`config.mk`:
```
export PLATFORM = sky130hd
export DESIGN_NAME = rf_pulse_seq
export DESIGN_NICKNAME = d
export VERILOG_FILES = /design/src/rtl/rf_pulse_seq_pkg.sv /design/src/rtl/seq_ramp.sv /design/src/rtl/rf_pulse_seq.sv
export SDC_FILE = /design/constraint.sdc
export NUM_CORES = 1
export LEC_CHECK = 0
export ABC_AREA = 1
export CORE_MARGIN = 2
export CORE_UTILIZATION = 70
export DETAILED_ROUTE_END_ITERATION = 12
export DONT_BUFFER_PORTS = 1
export GPL_TIMING_DRIVEN = 0
export PLACE_DENSITY_LB_ADDON = 0.2
export RECOVER_POWER = 50
export SYNTH_ARGS = -nofsm -noshare
export SYNTH_HDL_FRONTEND = slang
export SYNTH_SLANG_ARGS = --single-unit
export TNS_END_PERCENT = 100
```
`constraint.sdc`:
```
create_clock -name clk -period 9.19 [get_ports clk]
set_input_delay 2.2975 -clock clk [delete_from_list [all_inputs] [get_ports clk]]
set_output_delay 2.2975 -clock clk [all_outputs]
set_load 0.05 [all_outputs]
```
`src/rtl/rf_pulse_seq_pkg.sv`:
```
// rf_pulse_seq_pkg
// Shared constants for the cavity-feedback pulse sequencer: state encodings
// (also visible on seq_state readback), trig_sel codes and default widths.
// Optional feature macro used by the sequencer: RF_PULSE_SEQ_TAG_EN.
package rf_pulse_seq_pkg;

  localparam int AW_DEFAULT = 18;
  localparam int CW_DEFAULT = 16;

  localparam logic [2:0] ST_IDLE      = 3'd0;
  localparam logic [2:0] ST_ARMED     = 3'd1;
  localparam logic [2:0] ST_RAMP_UP   = 3'd2;
  localparam logic [2:0] ST_FLAT      = 3'd3;
  localparam logic [2:0] ST_RAMP_DOWN = 3'd4;
  localparam logic [2:0] ST_HOLDOFF   = 3'd5;

  localparam logic [1:0] TRIG_SW   = 2'd0;
  localparam logic [1:0] TRIG_EXT  = 2'd1;
  localparam logic [1:0] TRIG_FREE = 2'd2;
  localparam logic [1:0] TRIG_OFF  = 2'd3;

endpackage

```
`src/rtl/seq_ramp.sv`:
```
// seq_ramp
// Saturating up/down accumulator that generates the amplitude setpoint.
// Ports:
//   clk, rst       clock and synchronous active-high reset
//   up, down       ramp direction (levels); applied only on a tick
//   tick           CIC pacing strobe
//   step           increment per tick; 0 means jump straight to the bound
//   limit          upper bound for the up ramp
//   value          registered setpoint
//   at_limit       value being produced this cycle equals limit
//   at_zero        value being produced this cycle equals 0
// The flags describe the post-update value so the controller can change
// state on the very tick that reaches the bound.
module seq_ramp
  import rf_pulse_seq_pkg::*;
#(
  parameter int aw = AW_DEFAULT
) (
  input  logic          clk,
  input  logic          rst,
  input  logic          up,
  input  logic          down,
  input  logic          tick,
  input  logic [aw-1:0] step,
  input  logic [aw-1:0] limit,
  output logic [aw-1:0] value,
  output logic          at_limit,
  output logic          at_zero
);

  logic [aw:0]   sum;
  logic [aw-1:0] value_nxt;

  // Next value: the sum is one bit wider so the clamp against limit
  // never sees a wrapped result.
  always_comb begin
    sum       = {1'b0, value} + {1'b0, step};
    value_nxt = value;
    if (tick && up) begin
      if (step == '0 || sum >= {1'b0, limit})
        value_nxt = limit;
      else
        value_nxt = sum[aw-1:0];
    end else if (tick && down) begin
      if (step == '0 || step >= value)
        value_nxt = '0;
      else
        value_nxt = value - step;
    end
  end

  assign at_limit = (value_nxt == limit);
  assign at_zero  = (value_nxt == '0);

  always_ff @(posedge clk) begin
    if (rst)
      value <= '0;
    else
      value <= value_nxt;
  end

endmodule

```
`src/rtl/rf_pulse_seq.sv`:
```
// rf_pulse_seq
// Pulse sequencer for the cavity feedback path: ramps the amplitude setpoint
// up, holds a flat top, ramps down, then enforces a holdoff, all paced by the
// master CIC tick. Triggers come from software, an external edge or free-run.
// Ports:
//   clk, rst              ADC-domain clock, synchronous active-high reset
//   cic_tick              pacing strobe (1 in 33 clk)
//   sw_trig, ext_trig     software strobe, external level (rising edge used)
//   trig_sel              0 sw, 1 ext, 2 free-run, 3 disabled
//   arm                   host enable; dropping it aborts with a ramp-down
//   amp_flat, ramp_step   pulse amplitude and per-tick step (latched at start)
//   flat_len, holdoff_len flat-top and dead-time lengths in ticks
//   setpoint, rf_on       setpoint to feedback core, RF gate
//   pulse_start/_end      one-cycle boundary strobes for waveform capture
//   seq_state             state readback
//   retrig_count          saturating count of ignored triggers
//   pulse_tag             per-pulse tag, only when RF_PULSE_SEQ_TAG_EN is
//                         defined; otherwise tied to 0
module rf_pulse_seq
  import rf_pulse_seq_pkg::*;
#(
  parameter int aw = AW_DEFAULT,
  parameter int cw = CW_DEFAULT
) (
  input  logic          clk,
  input  logic          rst,
  input  logic          cic_tick,
  input  logic          sw_trig,
  input  logic          ext_trig,
  input  logic [1:0]    trig_sel,
  input  logic          arm,
  input  logic [aw-1:0] amp_flat,
  input  logic [aw-1:0] ramp_step,
  input  logic [cw-1:0] flat_len,
  input  logic [cw-1:0] holdoff_len,
  output logic [aw-1:0] setpoint,
  output logic          rf_on,
  output logic          pulse_start,
  output logic          pulse_end,
  output logic [2:0]    seq_state,
  output logic [7:0]    retrig_count,
  output logic [7:0]    pulse_tag
);

  logic [2:0]    state, state_nxt;
  logic [cw-1:0] cnt, cnt_nxt;
  logic [aw-1:0] amp_lat, step_lat;
  logic          ext_prev, ext_rise;
  logic          trig, retrig_hit;
  logic          launch, finish;
  logic          ramp_up, ramp_down;
  logic          at_limit, at_zero;

  assign ext_rise = ext_trig & ~ext_prev;

  // Trigger selection. Free-run is a constant request, so it must never
  // feed the ignored-trigger counter.
  always_comb begin
    trig = 1'b0;
    case (trig_sel)
      TRIG_SW:   trig = sw_trig;
      TRIG_EXT:  trig = ext_rise;
      TRIG_FREE: trig = 1'b1;
      default:   trig = 1'b0;
    endcase
    retrig_hit = trig && (state != ST_ARMED) && (trig_sel != TRIG_FREE);
  end

  // The up ramp stops as soon as arm drops so an abort never takes an
  // extra step upward; the down ramp continues regardless of arm.
  assign ramp_up   = (state == ST_RAMP_UP) && arm;
  assign ramp_down = (state == ST_RAMP_DOWN);

  seq_ramp #(.aw(aw)) u_ramp (
    .clk      (clk),
    .rst      (rst),
    .up       (ramp_up),
    .down     (ramp_down),
    .tick     (cic_tick),
    .step     (step_lat),
    .limit    (amp_lat),
    .value    (setpoint),
    .at_limit (at_limit),
    .at_zero  (at_zero)
  );

  // Sequencer next state. The shared counter holds the flat-top length in
  // FLAT and the dead time in HOLDOFF; both exit on a tick that finds it 0.
  always_comb begin
    state_nxt = state;
    cnt_nxt   = cnt;
    launch    = 1'b0;
    finish    = 1'b0;
    case (state)
      ST_IDLE: begin
        if (arm)
          state_nxt = ST_ARMED;
      end
      ST_ARMED: begin
        if (!arm) begin
          state_nxt = ST_IDLE;
        end else if (trig) begin
          state_nxt = ST_RAMP_UP;
          launch    = 1'b1;
        end
      end
      ST_RAMP_UP: begin
        if (!arm) begin
          state_nxt = ST_RAMP_DOWN;
        end else if (cic_tick && at_limit) begin
          state_nxt = ST_FLAT;
          cnt_nxt   = flat_len;
        end
      end
      ST_FLAT: begin
        if (!arm) begin
          state_nxt = ST_RAMP_DOWN;
        end else if (cic_tick) begin
          if (cnt == '0)
            state_nxt = ST_RAMP_DOWN;
          else
            cnt_nxt = cnt - cw'(1);
        end
      end
      ST_RAMP_DOWN: begin
        if (cic_tick && at_zero) begin
          state_nxt = ST_HOLDOFF;
          cnt_nxt   = holdoff_len;
          finish    = 1'b1;
        end
      end
      ST_HOLDOFF: begin
        if (cic_tick) begin
          if (cnt == '0)
            state_nxt = arm ? ST_ARMED : ST_IDLE;
          else
            cnt_nxt = cnt - cw'(1);
        end
      end
      default: state_nxt = ST_IDLE;
    endcase
  end

  // Registered state, pulse parameters, gating and strobes. Amplitude and
  // step are captured once at launch so host writes mid-pulse are harmless.
  always_ff @(posedge clk) begin
    if (rst) begin
      state        <= ST_IDLE;
      cnt          <= '0;
      amp_lat      <= '0;
      step_lat     <= '0;
      ext_prev     <= 1'b0;
      rf_on        <= 1'b0;
      pulse_start  <= 1'b0;
      pulse_end    <= 1'b0;
      retrig_count <= 8'd0;
    end else begin
      state       <= state_nxt;
      cnt         <= cnt_nxt;
      ext_prev    <= ext_trig;
      pulse_start <= launch;
      pulse_end   <= finish;
      if (launch) begin
        amp_lat  <= amp_flat;
        step_lat <= ramp_step;
        rf_on    <= 1'b1;
      end else if (finish) begin
        rf_on <= 1'b0;
      end
      if (retrig_hit && retrig_count != 8'hFF)
        retrig_count <= retrig_count + 8'd1;
    end
  end

  assign seq_state = state;

`ifdef RF_PULSE_SEQ_TAG_EN
  logic [7:0] tag_q;

  // Tag advances together with pulse_start so capture logic sees the new
  // pulse's tag on the same cycle as the start strobe.
  always_ff @(posedge clk) begin
    if (rst)
      tag_q <= 8'd0;
    else if (launch)
      tag_q <= tag_q + 8'd1;
  end

  assign pulse_tag = tag_q;
`else
  assign pulse_tag = 8'd0;
`endif

endmodule

```
==> flow_summary.yaml, run 1 <==
floorplanning:
  num_rows: 37
  fp.dieH_um: 107.7
  die_area_um2: 11600
  placeableCoreArea_um2: 10370
  initial_core_util: 0.7260
  ios: 116
  die_x_um: 107.7
clocking:
  clock_path_buffers: 2
  cts_repair_resize_count: 0
  clockRootBuffer: "clkbuf_8"
  post-cts-setup-buffers: 0
  numCtsBuffers: 9
  clkTransAtPathRegs_ns: 0.10
  cts_tree: "yes"
  ctsHoldBuffers: 0
  htreeDepth: 3
  clkLatencyLatePin_ns: 0.40
  clock-sinks: 85
setup_path:
  worstSetupEndpointType: "register"
  critical_path_arrival_ns: 5.98
  cp-start-kind: "register"
  max_stage_delay_ns: 0.74
  cp_common_cell: "nand2_1"
  slowest_stage: "dfxtp_1"
  critPathKind: "register to register"
  crit_required_ns: 9.49
  cp_max_fo: 10
global_route:
  grt.total_usage: 0.3965
  grt_start_max_net_pins: 17
  grt_pass1_wl_um: 35690
  grt_pass1_vias: 7597
  grt_overflow: 0
  antenna_found_initial: 0
hold_path:
  hold_path_class: "register to register"
cells_and_area:
  antenna_cells: 0
  nets: 1374
  layout_commonest_cell: "nand2_1"
  stdcell_area_um2: 7906
  area_growth_pct: 5.019
  final_cell_mix: "279 x nand2_1, 144 x inv_1, 130 x nor2_1, 128 x nand3_1, 118 x a21oi_1"
  final_util: 0.7624
  final_cells: 1381
  drive_gt1_frac: 0.06908
detailed_routing:
  routed_wl_um: 22850
  vias: 8297
  avgRoutedWirePerCell_um: 16.55
  viasPerCell: 6.008
  drtIter0Drc: 956
  ant_nets: 0
  drt_first_pass_iters: 8
  drt_drc_violations_left: 0
sta:
  finalSetupViolCount: 0
  post-route-period-util: 0.6172
  hold_ws_ns: 0.5185
  fin_crit_ns: 5.672
  fin_setup_tns_ns: 0
  skew_ns: 0.01032
  maxSlewHeadroom: 0.03654
  setup_ws_ns: 3.518
  slew_violations: 0
  max_freq_ghz: 0.1763
  rsz0062_at_grt: "no"
  hold_viol: 0
  worstMarginPinSlew_ns: 1.427
placed_design:
  place_area_um2: 7725
  dp_cells: 1365
  port_buffers: 0
  routabilityCongestion: 1.016
  dp_hpwl_um: 18210
  place_ws_ns: 3.761
synthesis:
  ys_seq_elements: 85
  syn_avg_cell_area_um2: 6.161
  synth_ff_type: "dfxtp_1"
  syn_area_um2: 7528
  ys_seq_area_frac: 0.2260
  synth_edf_count: 0
  yosys_warnings: 0
  async_flop_share: 0
  netlist_instances: 1222
  yosysUniqueCellTypes: 50
pwr:
  p_leak_nw: 4.055
  power_mw: 2.351
  ir_worst_vdd_mv: 0.2459
  p_per_area_nw_per_um2: 297.4
job:
  drv_cap: 0
outcome:
  status: "complete, no violations"
## routing by layer
| metal | track usage | vias to the layer above | routed length (µm) |
|---|---|---|---|
| li1 | - | 4025 | - |
| met1 | 0.4637 | 3705 | 8852 |
| met2 | 0.6577 | 468 | 10530 |
| met3 | 0.09625 | 99 | 2155 |
| met4 | 0.2299 | 0 | 1314 |
| met5 | 0 | - | 0 |
## logic make-up after synthesis
| family | after synthesis | share of synthesized area |
|---|---|---|
| other | 1 | 0.0004981 |
| xor gates and xnor gates | 27 | 0.03141 |
| adders and majority gates | 58 | 0.09839 |
| buffers and inverters | 209 | 0.1175 |
| DFF | 85 | 0.2260 |
| AOI/OAI and AO/OA | 238 | 0.1775 |
| and+or+nand+nor | 604 | 0.3487 |
## cells in the mapped netlist, types with 9 or more instances
library cell / instances / area (µm²)
xor2_1: 25 / 219.0
nor2_1: 130 / 488.0
inv_2: 9 / 33.78
nand4_1: 11 / 68.82
dfxtp_1: 85 / 1702
buf_4: 10 / 75.07
clkbuf_1: 21 / 78.83
nor3_1: 18 / 90.09
buf_2: 13 / 65.06
inv_1: 144 / 540.5
nand2_2: 12 / 75.07
nand3_1: 128 / 640.6
nand2_1: 279 / 1047
a21oi_1: 118 / 590.6
o21ai_0: 74 / 370.4
ha_1: 56 / 700.7
a22oi_1: 9 / 67.56
## final timing paths
| check | startpoint | end | slack (ns) | cells past startpoint |
|---|---|---|---|---|
| worst max-delay path | u_ramp.value[10]$_SDFF_PP0_ | cnt[12]$_SDFFE_PP0P_ | 3.52 | 29 |
| worst max register to register | u_ramp.value[10]$_SDFF_PP0_ | cnt[12]$_SDFFE_PP0P_ | 3.52 | 29 |
| worst min register to register | step_lat[14]$_SDFFE_PP0P_ | step_lat[14]$_SDFFE_PP0P_ | 0.52 | 2 |
| worst min-delay path | step_lat[14]$_SDFFE_PP0P_ | step_lat[14]$_SDFFE_PP0P_ | 0.52 | 2 |
## state kept, by name, summed over array words and instances (netlist names)
signal        flops
retrig_count      8
u_ramp.value     18
cnt              16
pulse_end         1
rf_on             1
step_lat         18
seq_state         3
ext_prev          1
pulse_start       1
amp_lat          18
## layout make-up
class | count | area, µm²
clock inverters | 6 | 53.80
multi-input cells | 935 | 4969
plain buffers | 54 | 302.8
fillers | 909 | 2464
well taps | 136 | 170.2
flip-flops and latches | 85 | 1702
inverters | 155 | 581.8
clock buffers | 10 | 127.6
## power breakdown
part           switching (mW)  internal, mW  total [mW]
Combinational            1.04         0.505        1.55
Clock                   0.164         0.104       0.267
Sequential              0.113         0.421       0.535
Total                    1.32          1.03        2.35
## worst max-delay path, delay by kind of cell, from the launching register on
kind / cells / cell delay, ns
and+or+nand+nor: 19 / 2.45
xor gates and xnor gates: 1 / 0.28
adders and majority gates: 2 / 0.64
buffers and inverters: 4 / 0.94
AOI/OAI and AO/OA: 3 / 0.50
DFF: 1 / 0.74
Power figures use the tool's default switching activity.
==> run 2: changes to the inputs <==
CORE_UTILIZATION = 66   (was 70)
clock period = 5.8 ns   (was 9.19 ns; I/O delays follow)
==> flow_summary.yaml, run 2 (synthesis results as in run 1) <==
detailed_routing:
  drt_drc_violations_left: 0
  avgRoutedWirePerCell_um: 17.04
  drtIter0Drc: 731
  viasPerCell: 5.927
  ant_nets: 0
  vias: 8221
  drt_first_pass_iters: 7
  routed_wl_um: 23640
clocking:
  clock_path_buffers: 2
  clockRootBuffer: "clkbuf_16"
  clkLatencyLatePin_ns: 0.36
  htreeDepth: 3
  clkTransAtPathRegs_ns: 0.07
  numCtsBuffers: 9
  clock-sinks: 85
  post-cts-setup-buffers: 0
  cts_tree: "yes"
floorplanning:
  fp.dieH_um: 110.8
  placeableCoreArea_um2: 11270
  initial_core_util: 0.6679
  die_x_um: 110.8
  die_area_um2: 12280
  ios: 116
  num_rows: 39
pwr:
  ir_worst_vdd_mv: 0.2607
  p_leak_nw: 4.105
  power_mw: 3.907
  p_per_area_nw_per_um2: 486.6
outcome:
  status: "complete, no violations"
placed_design:
  place_ws_ns: 0.3841
  dp_hpwl_um: 18700
  place_area_um2: 7734
  routabilityCongestion: 0.9800
  port_buffers: 0
setup_path:
  crit_required_ns: 6.05
  critPathKind: "register to register"
  slowest_stage: "dfxtp_1"
  critPathTopFamily: "simple AND/OR/NAND/NOR gates"
  critical_path_arrival_ns: 5.62
  cp_common_cell: "nand2_1"
  cp-start-kind: "register"
  crit_buf_inv: 4
  max_stage_delay_ns: 0.73
  worstSetupEndpointType: "register"
  cp_max_fo: 10
global_route:
  grt_start_max_net_pins: 14
  antenna_found_initial: 0
  grt_pass1_wl_um: 37720
  grt.total_usage: 0.3823
  grt_overflow: 0
  grt_pass1_vias: 7772
sta:
  slew_violations: 0
  skew_ns: 0.009623
  finalSetupViolCount: 0
  setup_ws_ns: 0.4302
  worstMarginPinSlew_ns: 1.426
  post-route-period-util: 0.9258
  maxSlewHeadroom: 0.03709
  rsz0062_at_grt: "no"
  fin_crit_ns: 5.370
  hold_viol: 0
  max_freq_ghz: 0.1862
  fin_setup_tns_ns: 0
cells_and_area:
  area_growth_pct: 6.648
  drive_gt1_frac: 0.06913
  seq_area_um2: 1704
  final_cell_mix: "279 x nand2_1, 144 x inv_1, 130 x nor2_1, 128 x nand3_1, 118 x a21oi_1"
  multiInputGateArea_um2: 4969
  nFillCells: 1052
  stdcell_area_um2: 8029
  antenna_cells: 0
  final_util: 0.7123
  nets: 1374
  layout_commonest_cell: "nand2_1"
  reg.largest.list: "amp_lat: 18 flops, step_lat: 18 flops, u_ramp.value: 18 flops"
job:
  drv_cap: 0
hold_path:
  hold_path_class: "register to register"
==> run 2: changes by cell type in the layout (fill, tap and decap cells not counted), sizes merged <==
cell,delta
inv,-4
clkbuf,+2
bufinv,+1
==> run 2: final cells by class <==
type,instances,share of cell area
buffer,54,0.03771
clock buffer,12,0.03070
clock inverter,3,0.005766
inverter,155,0.07246
multi-input combinational,935,0.6188
sequential,85,0.2122
tap,143,0.02228
==> run 2: repair_timing <==
action / CTS / global route
resized for setup: 0 / 2
endpoints found under the setup margin: 0 / 14
hold buffers: 0 / 0
==> run 2: worst register-to-register path: cells and delay by family, from the launching register on <==
kind            cells  cell delay (ns)
xor+xnor            1             0.28
buf+inv             4             0.95
flops               1             0.73
simple gates       19             2.23
compound gates      3             0.45
fa+ha+maj           2             0.63
==> run 2: power breakdown <==
group | switching [mW] | leakage, nW | internal, mW
registers | 0.183 | 0.692 | 0.669
clock network | 0.248 | 0.139 | 0.345
logic | 1.66 | 3.27 | 0.800
==> run 2: final timing paths <==
path / startpoint / endpoint / slack (ns) / depth (start not counted)
max: u_ramp.value[10]$_SDFF_PP0_ / cnt[6]$_SDFFE_PP0P_ / 0.43 / 29
min: step_lat[8]$_SDFFE_PP0P_ / step_lat[8]$_SDFFE_PP0P_ / 0.51 / 2
max reg2reg: u_ramp.value[10]$_SDFF_PP0_ / cnt[6]$_SDFFE_PP0P_ / 0.43 / 29
min reg2reg: step_lat[8]$_SDFFE_PP0P_ / step_lat[8]$_SDFFE_PP0P_ / 0.51 / 2
==> run 2: per-layer routing <==
layer  part of all wire  vias up  GRT usage
li1                   -     4041          -
met1               0.40     3678     0.4541
met2               0.46      413     0.6446
met3              0.087       89    0.07217
met4              0.055        0     0.2217
met5                  0        -          0
==> run 2: through the flow <==
stage / instances / hold slack [ns]
after global routing: 1387 / 0.5398
after floorplan: 1229 / 0.4701
after global placement: 1372 / 0.4946
final: 1387 / 0.5150
after detailed placement: 1372 / 0.5042
after CTS: 1387 / 0.5155
==> run 3: changes to the inputs <==
CORE_ASPECT_RATIO = 2   (was unset)
CORE_MARGIN = unset   (was 2)
GPL_TIMING_DRIVEN = unset   (was 0)
==> flow_summary.yaml, run 3 (synthesis results as in run 1) <==
cells_and_area:
  antenna_cells: 0
  final_cell_mix: "279 x nand2_1, 144 x inv_1, 130 x nor2_1, 128 x nand3_1, 118 x a21oi_1"
  drive_gt1_frac: 0.05941
  final_util: 0.7128
  layout_commonest_cell: "nand2_1"
  final_cells: 1352
  reg.largest.list: "amp_lat: 18 flops, step_lat: 18 flops, u_ramp.value: 18 flops"
  nets: 1341
  area_growth_pct: 4.271
placed_design:
  routabilityCongestion: 1.030
  dp_cells: 1336
  port_buffers: 0
  dp_hpwl_um: 19670
clocking:
  clock-sinks: 85
  htreeDepth: 3
  numCtsBuffers: 9
  ctsHoldBuffers: 0
  clockRootBuffer: "clkbuf_16"
  cts_tree: "yes"
  clkTransAtPathRegs_ns: 0.07
  clock_path_buffers: 2
  clkLatencyLatePin_ns: 0.36
pwr:
  power_mw: 3.868
  ir_worst_vdd_mv: 0.3552
  power_frac_comb: 0.637
  p_per_area_nw_per_um2: 492.7
  switching_share: 0.5594
  p_int_mw: 1.704
  p_leak_nw: 4.026
  clock_power_share: 0.153
  pwr-share-seq: 0.209
  p_switching_mw: 2.163
global_route:
  grt.total_usage: 0.4433
  antenna_found_initial: 0
  grt_start_max_net_pins: 74
  grtUsageMet1: 0.4248
  grt_pass1_vias: 8370
  grt_overflow: 0
  busiest_layer: "met2"
  grt_pass1_wl_um: 40620
  grt_use_met3: 0.08537
  use_met2: 0.7944
floorplanning:
  fp.dieH_um: 153.0
  die_area_um2: 11860
  num_rows: 54
  initial_core_util: 0.6836
  placeableCoreArea_um2: 11010
  die_x_um: 77.52
  ios: 116
detailed_routing:
  viasPerCell: 6.116
  avgRoutedWirePerCell_um: 18.84
  routed_wl_um: 25480
  vias: 8269
  drtIter0Drc: 543
  drt_drc_violations_left: 0
  ant_nets: 0
  drt_first_pass_iters: 5
sta:
  fin_setup_tns_ns: 0
  post-route-period-util: 0.9219
  slew_violations: 74
  skew_ns: 0.007605
  maxSlewHeadroom: -0.3891
  hold_ws_ns: 0.5136
  finalSetupViolCount: 0
  hold_viol: 0
  rsz0062_at_grt: "no"
  worstMarginPinSlew_ns: 2.079
  max_freq_ghz: 0.1870
  fin_crit_ns: 5.347
job:
  drv_cap: 1
setup_path:
  worstSetupEndpointType: "register"
  crit_buf_inv: 4
  critPathTopFamily: "simple AND/OR/NAND/NOR gates"
  cp-start-kind: "register"
  worst_r2r_path_depth: 27
  slowest_stage: "dfxtp_1"
  crit_required_ns: 6.05
  cp_max_fo: 32
  max_stage_delay_ns: 0.71
  critPathKind: "register to register"
  critical_path_arrival_ns: 5.59
  cp_num_cells: 27
  cp_common_cell: "nand2_1"
hold_path:
  hold_path_class: "register to register"
  whs_path_depth: 2
outcome:
  status: "finished, violations left"
  violations: "capacitance limit, slew limit"
[run 3: cell types whose count changed in the layout (fill, tap and decap cells not counted)]
cell | before | now
inv_6 | 0 | 3
bufinv_16 | 1 | 0
buf_2 | 13 | 0
buf_4 | 10 | 13
clkbuf_2 | 1 | 0
clkbuf_1 | 23 | 8
inv_8 | 0 | 1
buf_6 | 6 | 0
buf_1 | 3 | 0
clkinvlp_4 | 1 | 0
clkinv_8 | 0 | 1
clkbuf_8 | 1 | 0
clkinv_2 | 0 | 1
[run 3: worst paths after layout]
path              slack, ns                    to                   startpoint
hold reg to reg        0.51   cnt[2]$_SDFFE_PP0P_          cnt[2]$_SDFFE_PP0P_
setup reg to reg       0.45  cnt[15]$_SDFFE_PP0P_  u_ramp.value[16]$_SDFF_PP0_
setup / recovery       0.45  cnt[15]$_SDFFE_PP0P_  u_ramp.value[16]$_SDFF_PP0_
hold / removal         0.51   cnt[2]$_SDFFE_PP0P_          cnt[2]$_SDFFE_PP0P_
[run 3: layout make-up]
| class | instances | area (µm²) |
|---|---|---|
| repair buffers | 21 | 127.6 |
| inverters | 155 | 581.8 |
| clock buffers | 9 | 225.2 |
| clock inverters | 7 | 67.56 |
| well taps | 140 | 175.2 |
| multi-input cells | 935 | 4969 |
| fillers | 1030 | 3163 |
| flip-flops and latches | 85 | 1704 |
[run 3: through the flow]
stage / setup WS [ns] / instance area, µm²
6_report: 0.4532 / 7850
5_1_grt: 0.1075 / 7850
4_1_cts: 0.4595 / 7880
3_3_place_gp: 0.5473 / 7587
2_1_floorplan: 1.347 / 7555
3_5_place_dp: 0.4978 / 7587
[run 3: metal layers]
layer / routed length, µm / part of all wire / vias up
li1: - / - / 3976
met1: 8636 / 0.34 / 3728
met2: 12880 / 0.51 / 421
met3: 1691 / 0.066 / 144
met4: 2266 / 0.089 / 0
met5: 0 / 0 / -
[run 3: worst min-delay path, cell delays in order, from the launching register on]
cell and delay (ns):
dfxtp_1 0.35, a21oi_1 0.05, nor2_1 0.08
[run 3: power groups by stage]
stage	sequential (mW)	clock (mW)	combinational, mW
4_1_cts	0.807	0.591	2.37
3_3_place_gp	0.817	0	2.32
6_report	0.809	0.593	2.47
2_1_floorplan	0.834	0	1.83
5_1_grt	0.820	0.611	2.71
3_5_place_dp	0.820	0	2.35
[run 3: repair_timing]
item / 4_1_cts / 5_1_grt
setup endpoints to repair: 0 / 11
buffers inserted: 0 / 0
resized for setup: 0 / 2
